<file path="src/rtl/control_vec_pkg.sv">
// Shared encodings and control bundles for the vector pipeline controller.
// The ALU field is carried at its 3-bit base width and widened at the top level.
package control_vec_pkg;

  localparam logic [5:0] OP_R    = 6'b000000;
  localparam logic [5:0] OP_LW   = 6'b100011;
  localparam logic [5:0] OP_SW   = 6'b101011;
  localparam logic [5:0] OP_BEQ  = 6'b000100;
  localparam logic [5:0] OP_BNE  = 6'b000101;
  localparam logic [5:0] OP_ADDI = 6'b001000;
  localparam logic [5:0] OP_J    = 6'b000010;
  localparam logic [5:0] OP_VR   = 6'b010000;
  localparam logic [5:0] OP_VLW  = 6'b110011;
  localparam logic [5:0] OP_VSW  = 6'b111011;

  localparam logic [5:0] FN_ADD = 6'b100000;
  localparam logic [5:0] FN_SUB = 6'b100010;
  localparam logic [5:0] FN_AND = 6'b100100;
  localparam logic [5:0] FN_OR  = 6'b100101;
  localparam logic [5:0] FN_SLT = 6'b101010;

  localparam logic [2:0] ALU_AND = 3'b000;
  localparam logic [2:0] ALU_OR  = 3'b001;
  localparam logic [2:0] ALU_ADD = 3'b010;
  localparam logic [2:0] ALU_SUB = 3'b110;
  localparam logic [2:0] ALU_SLT = 3'b111;

  typedef enum logic [1:0] {
    BR_NONE = 2'b00,
    BR_EQ   = 2'b01,
    BR_NE   = 2'b10
  } branch_t;

  typedef struct packed {
    logic       memtoreg;
    logic       memwrite;
    logic       alusrc;
    logic       regdst;
    logic       regwrite;
    logic       vregwrite;
    logic       vector;
    logic [2:0] alucontrol;
  } ctrl_e_t;

  typedef struct packed {
    logic memtoreg;
    logic memwrite;
    logic regwrite;
    logic vregwrite;
  } ctrl_m_t;

  typedef struct packed {
    logic memtoreg;
    logic regwrite;
    logic vregwrite;
  } ctrl_w_t;

  // Unknown funct values fall back to add so R-type NOP-like encodings stay harmless.
  function automatic logic [2:0] funct_alu(input logic [5:0] funct);
    logic [2:0] code;
    case (funct)
      FN_ADD:  code = ALU_ADD;
      FN_SUB:  code = ALU_SUB;
      FN_AND:  code = ALU_AND;
      FN_OR:   code = ALU_OR;
      FN_SLT:  code = ALU_SLT;
      default: code = ALU_ADD;
    endcase
    return code;
  endfunction

endpackage

</file>
<file path="src/rtl/control_vec_decode.sv">
// Combinational D-stage decoder: opcode/funct to the E control bundle plus
// the D-only branch, jump and vector memory source signals.
module vec_decode
  import control_vec_pkg::*;
(
  input  logic [5:0] op,
  input  logic [5:0] funct,
  output ctrl_e_t    ctrl,
  output logic [1:0] branch,
  output logic       jump,
  output logic       memsrc
);

  always_comb begin
    ctrl   = '0;
    branch = BR_NONE;
    jump   = 1'b0;
    memsrc = 1'b0;
    case (op)
      OP_R: begin
        ctrl.regwrite   = 1'b1;
        ctrl.regdst     = 1'b1;
        ctrl.alucontrol = funct_alu(funct);
      end
      OP_LW: begin
        ctrl.regwrite   = 1'b1;
        ctrl.alusrc     = 1'b1;
        ctrl.memtoreg   = 1'b1;
        ctrl.alucontrol = ALU_ADD;
      end
      OP_SW: begin
        ctrl.memwrite   = 1'b1;
        ctrl.alusrc     = 1'b1;
        ctrl.alucontrol = ALU_ADD;
      end
      OP_BEQ: begin
        branch          = BR_EQ;
        ctrl.alucontrol = ALU_SUB;
      end
      OP_BNE: begin
        branch          = BR_NE;
        ctrl.alucontrol = ALU_SUB;
      end
      OP_ADDI: begin
        ctrl.regwrite   = 1'b1;
        ctrl.alusrc     = 1'b1;
        ctrl.alucontrol = ALU_ADD;
      end
      OP_J: begin
        jump = 1'b1;
      end
      OP_VR: begin
        ctrl.vregwrite  = 1'b1;
        ctrl.regdst     = 1'b1;
        ctrl.vector     = 1'b1;
        ctrl.alucontrol = funct_alu(funct);
      end
      OP_VLW: begin
        ctrl.vregwrite = 1'b1;
        ctrl.alusrc    = 1'b1;
        ctrl.memtoreg  = 1'b1;
        ctrl.vector    = 1'b1;
        memsrc         = 1'b1;
      end
      OP_VSW: begin
        ctrl.memwrite = 1'b1;
        ctrl.alusrc   = 1'b1;
        ctrl.vector   = 1'b1;
        memsrc        = 1'b1;
      end
      default: begin
        ctrl = '0;
      end
    endcase
  end

endmodule

</file>
<file path="src/rtl/control_vec.sv">
// Pipeline controller with multi-beat vector ops: decodes in D, resolves
// branches in D, and sequences E/M/W control with a beat counter that stalls D.
module control_vec
  import control_vec_pkg::*;
#(
  parameter int DATA_W = 32,
  parameter int ALU_W  = 3,
  parameter int VLEN   = 8,
  parameter int LANES  = 4,
  parameter int BEAT_W = ((VLEN / LANES) > 1) ? $clog2(VLEN / LANES) : 1
) (
  input  logic              clk,
  input  logic              reset,
  input  logic [5:0]        opD,
  input  logic [5:0]        functD,
  input  logic [DATA_W-1:0] srca2D,
  input  logic [DATA_W-1:0] srcb2D,
  input  logic              flushE,
  input  logic              stallE,
  output logic              pcsrcD,
  output logic [1:0]        branchD,
  output logic              jumpD,
  output logic              memsrcD,
  output logic              stallD,
  output logic              memtoregE,
  output logic              alusrcE,
  output logic              regdstE,
  output logic              regwriteE,
  output logic              vregwriteE,
  output logic [ALU_W-1:0]  alucontrolE,
  output logic [BEAT_W-1:0] vbeatE,
  output logic              busyE,
  output logic              memtoregM,
  output logic              memwriteM,
  output logic              regwriteM,
  output logic              vregwriteM,
  output logic [BEAT_W-1:0] vbeatM,
  output logic              memtoregW,
  output logic              regwriteW,
  output logic              vregwriteW,
  output logic [BEAT_W-1:0] vbeatW
);

  localparam int BEATS = VLEN / LANES;
  localparam logic [BEAT_W-1:0] LAST_BEAT = BEAT_W'(BEATS - 1);

  if (LANES < 1 || VLEN < LANES || (VLEN % LANES) != 0) begin : g_bad_lanes
    $error("control_vec: VLEN must be a positive multiple of LANES");
  end
  if (ALU_W < 3) begin : g_bad_alu_w
    $error("control_vec: ALU_W must hold the 3-bit ALU codes");
  end

  ctrl_e_t           dec_ctrl;
  logic [1:0]        dec_branch;
  logic              dec_jump;
  logic              dec_memsrc;

  ctrl_e_t           e_d, e_q;
  logic [BEAT_W-1:0] beat_d, beat_q;
  ctrl_m_t           m_d, m_q;
  logic [BEAT_W-1:0] vbeat_m_d, vbeat_m_q;
  ctrl_w_t           w_d, w_q;
  logic [BEAT_W-1:0] vbeat_w_d, vbeat_w_q;
  logic              in_seq;

  vec_decode u_decode (
    .op     (opD),
    .funct  (functD),
    .ctrl   (dec_ctrl),
    .branch (dec_branch),
    .jump   (dec_jump),
    .memsrc (dec_memsrc)
  );

  assign branchD = dec_branch;
  assign jumpD   = dec_jump;
  assign memsrcD = dec_memsrc;
  assign pcsrcD  = ((dec_branch == BR_EQ) && (srca2D == srcb2D)) ||
                   ((dec_branch == BR_NE) && (srca2D != srcb2D));

  // A vector op keeps E until its final beat has been issued.
  assign in_seq = e_q.vector && (beat_q != LAST_BEAT);
  assign busyE  = in_seq && !flushE;
  assign stallD = busyE || stallE;

  always_comb begin
    e_d    = e_q;
    beat_d = beat_q;
    if (flushE) begin
      e_d    = '0;
      beat_d = '0;
    end else if (stallE) begin
      e_d    = e_q;
      beat_d = beat_q;
    end else if (in_seq) begin
      beat_d = beat_q + BEAT_W'(1);
    end else begin
      e_d    = dec_ctrl;
      beat_d = '0;
    end
  end

  // Every non-stalled cycle hands one beat (or one scalar op) to M.
  always_comb begin
    m_d.memtoreg  = e_q.memtoreg;
    m_d.memwrite  = e_q.memwrite;
    m_d.regwrite  = e_q.regwrite;
    m_d.vregwrite = e_q.vregwrite;
    vbeat_m_d     = beat_q;
    if (stallE) begin
      m_d       = '0;
      vbeat_m_d = '0;
    end
    w_d.memtoreg  = m_q.memtoreg;
    w_d.regwrite  = m_q.regwrite;
    w_d.vregwrite = m_q.vregwrite;
    vbeat_w_d     = vbeat_m_q;
  end

  always_ff @(posedge clk) begin
    if (reset) begin
      e_q       <= '0;
      beat_q    <= '0;
      m_q       <= '0;
      vbeat_m_q <= '0;
      w_q       <= '0;
      vbeat_w_q <= '0;
    end else begin
      e_q       <= e_d;
      beat_q    <= beat_d;
      m_q       <= m_d;
      vbeat_m_q <= vbeat_m_d;
      w_q       <= w_d;
      vbeat_w_q <= vbeat_w_d;
    end
  end

  assign memtoregE   = e_q.memtoreg;
  assign alusrcE     = e_q.alusrc;
  assign regdstE     = e_q.regdst;
  assign regwriteE   = e_q.regwrite;
  assign vregwriteE  = e_q.vregwrite;
  assign alucontrolE = ALU_W'(e_q.alucontrol);
  assign vbeatE      = beat_q;

  assign memtoregM  = m_q.memtoreg;
  assign memwriteM  = m_q.memwrite;
  assign regwriteM  = m_q.regwrite;
  assign vregwriteM = m_q.vregwrite;
  assign vbeatM     = vbeat_m_q;

  assign memtoregW  = w_q.memtoreg;
  assign regwriteW  = w_q.regwrite;
  assign vregwriteW = w_q.vregwrite;
  assign vbeatW     = vbeat_w_q;

endmodule

</file>
<file path="config.mk">
export PLATFORM = sky130hd
export DESIGN_NAME = control_vec
export DESIGN_NICKNAME = d
export VERILOG_FILES = /design/src/rtl/control_vec_pkg.sv /design/src/rtl/control_vec_decode.sv /design/src/rtl/control_vec.sv
export SDC_FILE = /design/constraint.sdc
export NUM_CORES = 1
export LEC_CHECK = 0
export CAP_MARGIN = 15
export CORE_ASPECT_RATIO = 1.4
export CORE_UTILIZATION = 28
export CTS_CLUSTER_DIAMETER = 40
export DETAILED_ROUTE_END_ITERATION = 16
export GPL_TIMING_DRIVEN = 0
export PLACE_DENSITY_LB_ADDON = 0.25
export RECOVER_POWER = 100
export SYNTH_ARGS = -nofsm -noshare
export SYNTH_HDL_FRONTEND = slang
export SYNTH_SLANG_ARGS = --single-unit
</file>
<file path="constraint.sdc">
create_clock -name clk -period 2.15 [get_ports clk]
set_clock_uncertainty 0.2 [all_clocks]
set_input_delay 0.645 -clock clk [delete_from_list [all_inputs] [get_ports clk]]
set_output_delay 0.645 -clock clk [all_outputs]
set_load 0.02 [all_outputs]
</file>
**Word level (Yosys, flattened, before mapping)**

Cells that the tools add are included.
Widths: inputs -> output; s select.

- Register bits after elaboration: 20
- Output and inout port bits: 25
- Input port bits: 80
- Logic and storage cells: 73

- Reductions and logical operators: 21
- Equal/unequal tests: 17
- Bitwise gates (word level): 3
- Add/sub/neg operators: 1
- Mux-type cells: 13

Operators with widths:

| operator | count |
|---|---|
| $eq 6x6->1 const B | 8 |
| $eq 32x32->1 | 1 |
| $ne 32x32->1 | 1 |
| $reduce_or 2->1 | 8 |
| $eq 6x3->1 const B | 2 |
| $pmux 3 s4 | 1 |
| $mux 1 | 10 |
| $pmux 3 s3 | 1 |
| $reduce_or 3->1 | 3 |
| $eq 6x2->1 const B | 1 |
| $eq 6x4->1 const B | 1 |
| $eq 6x5->1 const B | 1 |
| $logic_not 6->1 | 1 |
| $reduce_or 5->1 | 1 |
| $logic_and 1x1->1 | 4 |
| $pmux 2 s2 | 1 |
| $not 1->1 | 3 |
| $eq 2x1->1 const B | 1 |
| $eq 2x2->1 const B | 1 |
| $logic_or 1x1->1 | 2 |
| $reduce_and 2->1 | 1 |
| $add 1x1->1 const B | 1 |
| $logic_not 1->1 | 1 |

**Logic depth before layout (Yosys ltp)**

Gate-level depths: netlist (run 1).

- Depth in word-level cells: 5
- Depth in mapped cells: 5
- Depth with buffers taken out: 5

**By module**

From an unflattened synthesis (run 1), not the netlist that was laid out.

- Cells, all modules: 144
- Area, all modules: 1,292.5 um^2

By module, submodules not included:

| module | times used | cells each | area each (um^2) | sequential area each (um^2) |
|---|---|---|---|---|
| control_vec | 1 | 107 | 1,056.0 | 400.4 |
| vec_decode | 1 | 37 | 236.5 | 0.0 |

**Worst setup path after synthesis (run 1)**

OpenSTA, ideal clock, no wires.

- Path type: input port to output port
- Start point: input port opD[5]
- End point: output port pcsrcD
- Required time: 1,305 ps
- Arrival: 1,657 ps
- Path buffers: 0
- Stages on the path: 4
- Path slack: -352 ps
- Path through: nor4_1 nand2_1 nor2_1 mux2_1

- Cells in the longest elaborated chain, start to end: 5
- Elaborated cells between the ends (all ways): 8
- Those cells by class: 4 x eq/ne; 1 x mux; 3 x reduce/logical

RTL lines:

| what | RTL line | source |
|---|---|---|
| start, declared | control_vec.sv:14 | `input logic [5:0] opD,` |
| $eq 6x3->1 | control_vec_decode.sv:19 | `case (op)` |
| $pmux 2 s2 (*) | control_vec_decode.sv:19 |  |
| named net branchD[0] | control_vec.sv:21 | `output logic [1:0] branchD,` |
| $eq 2x1->1 or $eq 2x2->1 (tied branches) | control_vec.sv:79, control_vec.sv:80 |  |
| $logic_and 1x1->1 (on tied branches) | control_vec.sv:79, control_vec.sv:80 |  |
| $logic_or 1x1->1 (*) | control_vec.sv:79 | `assign pcsrcD = ((dec_branch == BR_EQ) && (srca2D == srcb2D)) \|\|` |
| end, declared | control_vec.sv:20 | `output logic pcsrcD,` |

The timed path passes the listed nets; every way through them passes the cells marked *.

**Worst setup path after layout (run 1)**

- Start point: input port srcb2D[13]
- End point: output port pcsrcD

- Cells in the longest elaborated chain, start to end: 3
- Elaborated cells between the ends (all ways): 5
- Those cells by class: 2 x eq/ne; 3 x reduce/logical

RTL lines:

| what | RTL line | source |
|---|---|---|
| start, declared | control_vec.sv:17 | `input logic [DATA_W-1:0] srcb2D,` |
| $eq 32x32->1 or $ne 32x32->1 (tied branches) | control_vec.sv:79, control_vec.sv:80 |  |
| $logic_and 1x1->1 (on tied branches) | control_vec.sv:79, control_vec.sv:80 |  |
| $logic_or 1x1->1 (*) | control_vec.sv:79 |  |

Every way passes the cells marked *; elsewhere a longest branch is shown, timed or not.

==> summary.md, run 1 <==
| Metric | Value |
|---|---|
| Setup TNS Final | `-0.9652 ns` |
| Die Height | `79.82 microns` |
| H-tree levels | `1` |
| Clk root buf | `clkbuf_8` |
| Die Width | `57.59 microns` |
| Critical-path maximum fanout | `1` |
| Crit path required time | `1.30 ns` |
| Switch share | `0.2260` |
| 1st-pass router iterations | `13` |
| Synth area leaders | `dfxtp_1 33%, xnor2_1 23%, nand4_1 4.6%` |
| Max IR drop VDD | `243.5 uV` |
| Post-route ant nets | `0` |
| Worst path max stage delay | `0.31 ns` |
| Rows | `27` |
| Via density | `4.744` |
| Netlist cell types | `31` |
| Critical path's top delay family | `simple AND/OR/NAND/NOR gates` |
| Outcome | `complete, but fails checks` |
| Flop pwr share | `0.370` |
| Sequential element share of the synthesized area | `0.3306` |
| Clock Sinks | `20` |
| Switching pwr | `230.4 uW` |
| Slew headroom | `0.6899` |
| Grt ovf | `0` |
| Number of max-slew violations in the final report | `0` |
| Clock power frac | `0.356` |
| Slowest cell on crit path | `mux2_4` |
| CP startpoint | `srcb2D[13]` |
| Initial Util | `0.2988` |
| Final Critical Period | `2.753 ns` |
| GP Congestion | `0.7367` |
| Final hold vios | `0` |
| M1 GR Usage | `0.1478` |
| Total CTS buffers | `3` |
| RSZ-0062 raised after global routing | `yes` |
| Final setup margin | `-0.6028 ns` |
| IO Port Bufs | `103` |
| CP Class | `in -> out` |
| Clock Latency Late Sink | `0.25 ns` |
| First-pass GRT wire length | `5844 microns` |
| Vias in the first global route | `1481` |
| Final period utilization | `1.280` |
| # IOs | `105` |
| Int Pwr | `789.2 uW` |
| Layout cells sized above 1 | `0.4134` |
| Timing-limited maximum frequency | `363.3 MHz` |
| Path type of the worst min-delay path | `reg -> reg` |
| Reg-to-reg slack, setup | `0.53 ns` |
| Drc violations | `5` |
| P_leak | `0.9777 nW` |
| Core ar. | `4054 sq um` |
| Pwr/cell area | `431.2 nW/um^2` |
| Cell taking the most area after synthesis | `dfxtp_1` |
| Violated checks | `design-rule violations, negative setup slack` |
| Most Crowded Layer GR | `met2` |
| Largest net degree at the start of global routing | `13` |
| Synth Area per Inst | `8.651 sq um` |
| Tot GR Track Use | `0.1598` |
| Setup crit start kind | `input pin` |
| GR Layer Usage met3 | `0.05186` |
| Number of DRC markers in iteration 0 | `21` |
| Hold_buf cts | `0` |
| Setup violations, final | `4` |
| Grt met2 use | `0.3140` |
| Final Core Density | `0.5833` |
| Cell area after synthesis | `1211 sq um` |
| CTS tree | `done` |
| Antenna violations before repair | `0` |
| Launch point of the worst reg-to-reg path | `vbeatE` |
| DP Wirelength | `2869 microns` |
| Ys Warns | `0` |
| CP Cell Sequence | `clkbuf_2, xnor2_2, nand4_1, nor4_2, nand2_1, mux2_4, buf_6` |
| Leading cell types in the layout, fill and taps excluded | `24 x xnor2_1, 24 x buf_2, 21 x clkbuf_2, 20 x dfxtp_1, 16 x clkdlybuf4s15_1` |
| Final #Nets | `335` |
| Post-synthesis net count | `220` |
| # diodes | `0` |
| Synth Register Bits | `20` |
| Layout fillers | `403` |
| Crit path buf inv count | `2` |
| CP arrival | `1.91 ns` |
| Cell count after synthesis | `140` |
| Final wirelength | `3489 microns` |
| Area growth syn-to-layout | `95.25%` |
| Top-area cell type share of the netlist area | `0.3306` |
| Worst slew pin tran | `0.4651 ns` |
| Worst-case clock buffer depth | `2` |
| Avg WL per Cell | `11.75 microns` |
| Die ar. | `4596 sq um` |
| Clock transition at path regs | `0.07 ns` |
| Vias | `1409` |
| Hold_sp | `e_q[8]` |
| MaxCap Viol Count | `0` |
| Combinational share of power | `0.274` |
| CP endpoint kind | `output pin` |
cells in the mapped netlist (all sizes together):
master	count
o21ai	3
clkbuf	2
buf	4
nor2	10
nand4	9
nand2	9
a221oi	1
or3	1
inv	3
nand3	3
and2	5
a31oi	1
a21oi	6
nor3	5
or2	2
xnor2	32
nor2b	5
a22o	1
nor3b	3
nor4	4
a211oi	4
a22oi	1
mux2	1
and3	3
dfxtp	20
nand2b	2
through the flow:
| stage | instances | setup WS [ns] | cell area (sq um) | total power, mW | hold slack (ns) |
|---|---|---|---|---|---|
| after detailed placement | 286 | -1.413 | 2303 | 0.6776 | 0.2481 |
| final | 297 | -0.6028 | 2365 | 1.020 | 0.2535 |
| after global routing | 297 | -0.7008 | 2365 | 1.071 | 0.2893 |
| after global placement | 286 | -1.434 | 2303 | 0.6751 | 0.2405 |
| after floorplan | 140 | -0.2295 | 1219 | 0.4905 | 0.2273 |
| after CTS | 295 | -0.6249 | 2390 | 1.023 | 0.2568 |
final timing paths:
| check | end | cells past startpoint |
|---|---|---|
| setup / recovery | pcsrcD | 7 |
| hold / removal | e_q[8] | 2 |
| setup reg to reg | alusrcE | 5 |
| hold reg to reg | e_q[8] | 2 |
worst min-delay path, stage by stage (launching register included):
cell and delay [ns]:
dfxtp_1 0.31, nand2_1 0.05, a21oi_1 0.05
per-layer routing:
layer | share of wire | up-vias
li1 | - | 710
met1 | 0.34 | 612
met2 | 0.54 | 81
met3 | 0.10 | 6
met4 | 0.013 | 0
met5 | 0 | -
logic make-up (layout without fill, tap and decap cells):
logic type | count (synthesis) | count (layout) | share of synthesized area
AOI/OAI and AO/OA | 17 | 17 | 0.1002
xor gates and xnor gates | 32 | 32 | 0.2314
buffers and inverters | 9 | 123 | 0.04029
DFF | 20 | 20 | 0.3306
muxes | 1 | 1 | 0.009297
and+or+nand+nor | 61 | 61 | 0.2882
repair_timing:
| item | in CTS | in global routing |
|---|---|---|
| pin swaps | 50 | 31 |
| endpoints found under the setup margin | 12 | 9 |
| buffers inserted | 5 | 2 |
| gates resized for setup | 250 | 51 |
area by class of cell:
| class | instances | area (sq um) | share of cell area |
|---|---|---|---|
| multi-input combinational | 111 | 908.4 | 0.3841 |
| timing repair buffer | 110 | 882.1 | 0.3730 |
| sequential | 20 | 400.4 | 0.1693 |
| tap | 43 | 53.80 | 0.02275 |
| clock buffer | 3 | 41.29 | 0.01746 |
| buffer | 6 | 37.54 | 0.01587 |
| clock inverter | 1 | 30.03 | 0.01270 |
| inverter | 3 | 11.26 | 0.004762 |
sequential cells by signal (all words and copies together) (netlist names):
register     count
alucontrolE      3
e_q              2
alusrcE          1
memtoregE        1
memtoregM        1
memtoregW        1
memwriteM        1
regdstE          1
regwriteE        1
regwriteM        1
regwriteW        1
vbeatE           1
vbeatM           1
vbeatW           1
vregwriteE       1
vregwriteM       1
vregwriteW       1
power groups by stage:
| stage | sequential [mW] | clock, mW | combinational (mW) |
|---|---|---|---|
| 2_1_floorplan | 0.388 | 0 | 0.103 |
| 4_1_cts | 0.377 | 0.372 | 0.274 |
| 3_3_place_gp | 0.386 | 0 | 0.289 |
| 3_5_place_dp | 0.386 | 0 | 0.292 |
| 6_report | 0.377 | 0.362 | 0.280 |
| 5_1_grt | 0.377 | 0.389 | 0.304 |
Power figures use the tool's default switching activity.
==> run 2: changes to the inputs <==
--- a/config.mk
+++ b/config.mk
@@ -5,9 +5,12 @@
 export SDC_FILE = /design/constraint.sdc
 export NUM_CORES = 1
 export LEC_CHECK = 0
+export ABC_AREA = 1
 export CAP_MARGIN = 15
+export CELL_PAD_IN_SITES_DETAIL_PLACEMENT = 1
+export CELL_PAD_IN_SITES_GLOBAL_PLACEMENT = 2
 export CORE_ASPECT_RATIO = 1.4
-export CORE_UTILIZATION = 28
+export CORE_UTILIZATION = 14
 export CTS_CLUSTER_DIAMETER = 40
 export DETAILED_ROUTE_END_ITERATION = 16
 export GPL_TIMING_DRIVEN = 0
==> run 2 against run 1 <==
The run ends with negative setup slack left. Die area rose by 130%. Critical path depth increased by 3. Via count rose by 27%. Critical path type unchanged. Critical endpoint unchanged. Largest cell class is now multi-input gates. Largest power group unchanged. Highest routed layer unchanged.
==> summary.md, run 2 <==
| Metric | Value |
|---|---|
| Synth Area per Inst | `6.273 sq um (-27%)` |
| Layout cells sized above 1 | `0.4323 (+0.01889)` |
| Number of DRC markers in iteration 0 | `9 (-57%)` |
| Clk root buf | `clkbuf_16` |
| H-tree levels | `1 (unchanged)` |
| Area growth syn-to-layout | `95.01%` |
| Setup TNS Final | `-0.3868 ns (+0.5784 ns)` |
| Crit path top cell by count | `nand2_1` |
| Crit path buf inv count | `2 (unchanged)` |
| Slew headroom | `0.7436 (+0.05367)` |
| Clock Sinks | `20 (unchanged)` |
| CP Class | `in -> out` |
| Main flop type after synthesis | `dfxtp_1` |
| Rows | `42 (+56%)` |
| Initial Util | `0.1461 (-0.1527)` |
| DP Wirelength | `4327 microns (+51%)` |
| Worst slew pin tran | `0.3842 ns (-0.08092 ns)` |
| Violated checks | `negative setup slack` |
| Number of synthesized flops with an enable pin | `0 (unchanged)` |
| CP arrival | `1.62 ns (-0.29 ns)` |
| Top-count cell post-synth | `nand2_1` |
| # diodes | `0 (unchanged)` |
| Via density | `3.741 (-21%)` |
| Synth top cells by count | `61 x nand2_1, 34 x nor2_1, 31 x inv_1` |
| Cell count after synthesis | `224 (+60%)` |
| Die Height | `120.5 microns (+51%)` |
| Number of max-slew violations in the final report | `0 (unchanged)` |
| # IOs | `105 (unchanged)` |
| CP endpoint kind | `output pin` |
| Commonest non-fill, non-tap cell in the layout | `nand2_1` |
| IO Port Bufs | `104 (+0.97%)` |
| Netlist cell types | `24 (-23%)` |
| Crit path required time | `1.30 ns (about the same)` |
| Pre-CTS setup slack | `-1.329 ns (+0.08439 ns)` |
| Top-area cell type share of the netlist area | `0.2850 (-0.04563)` |
| Worst-case clock buffer depth | `2 (unchanged)` |
| Placed cell area | `2680 sq um (+16%)` |
| Final Critical Period | `2.463 ns (-0.2895 ns)` |
| CTS tree | `done` |
| Die Width | `86.67 microns (+51%)` |
| Register-to-Register Path Depth | `8 (+3)` |
| Setup crit start kind | `input pin` |
| Vias | `1792 (+27%)` |
| Path type of the worst min-delay path | `reg -> reg` |
| Hold_buf cts | `0 (unchanged)` |
| Outcome | `complete, but fails checks` |
| Total Power | `1.088 mW (+6.7%)` |
| Antenna violations before repair | `0 (unchanged)` |
| Grt ovf | `0 (unchanged)` |
| Vias in the first global route | `1905 (+29%)` |
| Final hold vios | `0 (unchanged)` |
| Tot GR Track Use | `0.1014 (-0.05836)` |
| RSZ-0062 raised after global routing | `yes` |
| Synth Register Bits | `20 (unchanged)` |
| Final period utilization | `1.146 (-0.1346)` |
| 1st-pass router iterations | `4 (-9)` |
| CP Cell Sequence | `buf_2, xnor2_2, nand2_1, nor2_1, nand2_1, nor2_2, nand2_1, nand2_2, nand2_4, buf_6` |
| GP Congestion | `0.6718 (-8.8%)` |
| Post-route ant nets | `0 (unchanged)` |
| Synth area leaders | `dfxtp_1 28%, nand2_1 16%, xnor2_1 14%` |
| Die ar. | `10450 sq um (+130%)` |
| P_leak | `1.303 nW (+33%)` |
| Cell area after synthesis | `1405 sq um (+16%)` |
| Slowest cell on crit path | `nor2_2` |
| Core ar. | `9617 sq um (+140%)` |
| Crit path depth | `10 (+3)` |
| Leading cell types in the layout, fill and taps excluded | `56 x nand2_1, 53 x buf_2, 29 x nor2_1, 21 x inv_1, 21 x buf_4` |
| Worst Hold Path Cells | `2 (unchanged)` |
| Layout fillers | `1214 (+200%)` |
| Largest net degree at the start of global routing | `11 (-2)` |
| Drc violations | `0 (-5)` |
| MaxCap Viol Count | `0 (unchanged)` |
| Final #Nets | `429 (+28%)` |
| Clock transition at path regs | `0.05 ns (-0.02 ns)` |
| First-pass GRT wire length | `8349 microns (+43%)` |
| Total CTS buffers | `3 (unchanged)` |
| Critical-path maximum fanout | `2 (+1)` |
| Timing-limited maximum frequency | `406.0 MHz (+12%)` |
| Pwr/cell area | `397.0 nW/um^2 (-7.9%)` |
| Ys Warns | `0 (unchanged)` |
| Final setup margin | `-0.3133 ns (+0.2895 ns)` |
| Cell taking the most area after synthesis | `dfxtp_1` |
| Post-Layout Cell Count | `479 (+61%)` |
| Sequential element share of the synthesized area | `0.2850 (-0.04563)` |
| Hold slack | `0.2155 ns (-0.03800 ns)` |
| Async set-or-reset flop fraction in the synthesized netlist | `0 (unchanged)` |
| Avg WL per Cell | `10.77 microns (-8.3%)` |
| Worst path max stage delay | `0.15 ns (-0.16 ns)` |
| Final Core Density | `0.2849 (-0.2984)` |
| Max IR drop VDD | `250.2 uV (+2.7%)` |
| Critical path's top delay family | `simple AND/OR/NAND/NOR gates` |
| Clock Latency Late Sink | `0.25 ns (about the same)` |
| Final wirelength | `5160 microns (+48%)` |
| Fin area | `2740 sq um (+16%)` |
| Setup violations, final | `3 (-1)` |
| Post-synthesis net count | `304 (+38%)` |
| Max FFs per register | `3 (unchanged)` |
| Placed Cells | `460 (+61%)` |
-- run 2: cell families after synthesis --
logic type             synth area share
AO/OA/AOI/OAI                   0.06412
AND/OR/NAND/NOR                  0.3820
flip-flops                       0.2849
XOR/XNOR                         0.1434
buffers and inverters            0.1256
-- run 2: final timing paths --
kind | startpoint | end | slack [ns]
max | srca2D[22] | pcsrcD | -0.31
min | regwriteM | regwriteW | 0.22
max reg2reg | vbeatE | vregwriteE | 0.73
min reg2reg | regwriteM | regwriteW | 0.22
-- run 2: timing repair --
item	in CTS	in global routing
endpoints found under the setup margin	8	13
setup buffers	17	0
pin swaps	71	33
gates resized for setup	333	36
-- run 2: worst min-delay path: stages (launching register included) --
cell and delay [ns]:
dfxtp_1 0.30, inv_1 0.04, nor2_1 0.03
-- run 2: layout make-up --
type | count | area [sq um] | area share
clock buffer | 3 | 75.07 | 0.02740
buffer | 4 | 30.03 | 0.01096
timing repair buffer | 120 | 912.1 | 0.3329
tap | 132 | 165.2 | 0.06027
sequential | 20 | 400.4 | 0.1461
inverter | 39 | 170.2 | 0.06210
multi-input combinational | 161 | 987.2 | 0.3603
-- run 2: power by group --
group	leakage [nW]	internal (mW)	switching (mW)
registers	0.162	0.378	0.00374
clock network	0.0370	0.245	0.126
logic	1.10	0.183	0.151
total	1.30	0.806	0.282
-- run 2: per-layer routing --
layer,up-vias,wire [microns],global-route usage
met5,-,0,0
met1,810,1796,0.09824
met2,52,3124,0.2123
met3,2,215,0.01502
met4,0,24,0.02813
li1,928,-,-
==> run 3: changes to the inputs <==
--- a/config.mk
+++ b/config.mk
@@ -13,6 +13,7 @@
 export CORE_UTILIZATION = 14
 export CTS_CLUSTER_DIAMETER = 40
 export DETAILED_ROUTE_END_ITERATION = 16
+export GPL_ROUTABILITY_DRIVEN = 0
 export GPL_TIMING_DRIVEN = 0
 export PLACE_DENSITY_LB_ADDON = 0.25
 export RECOVER_POWER = 100
==> results of run 3 <==
The final DEF is identical to that of run 2; final timing and power are the same.
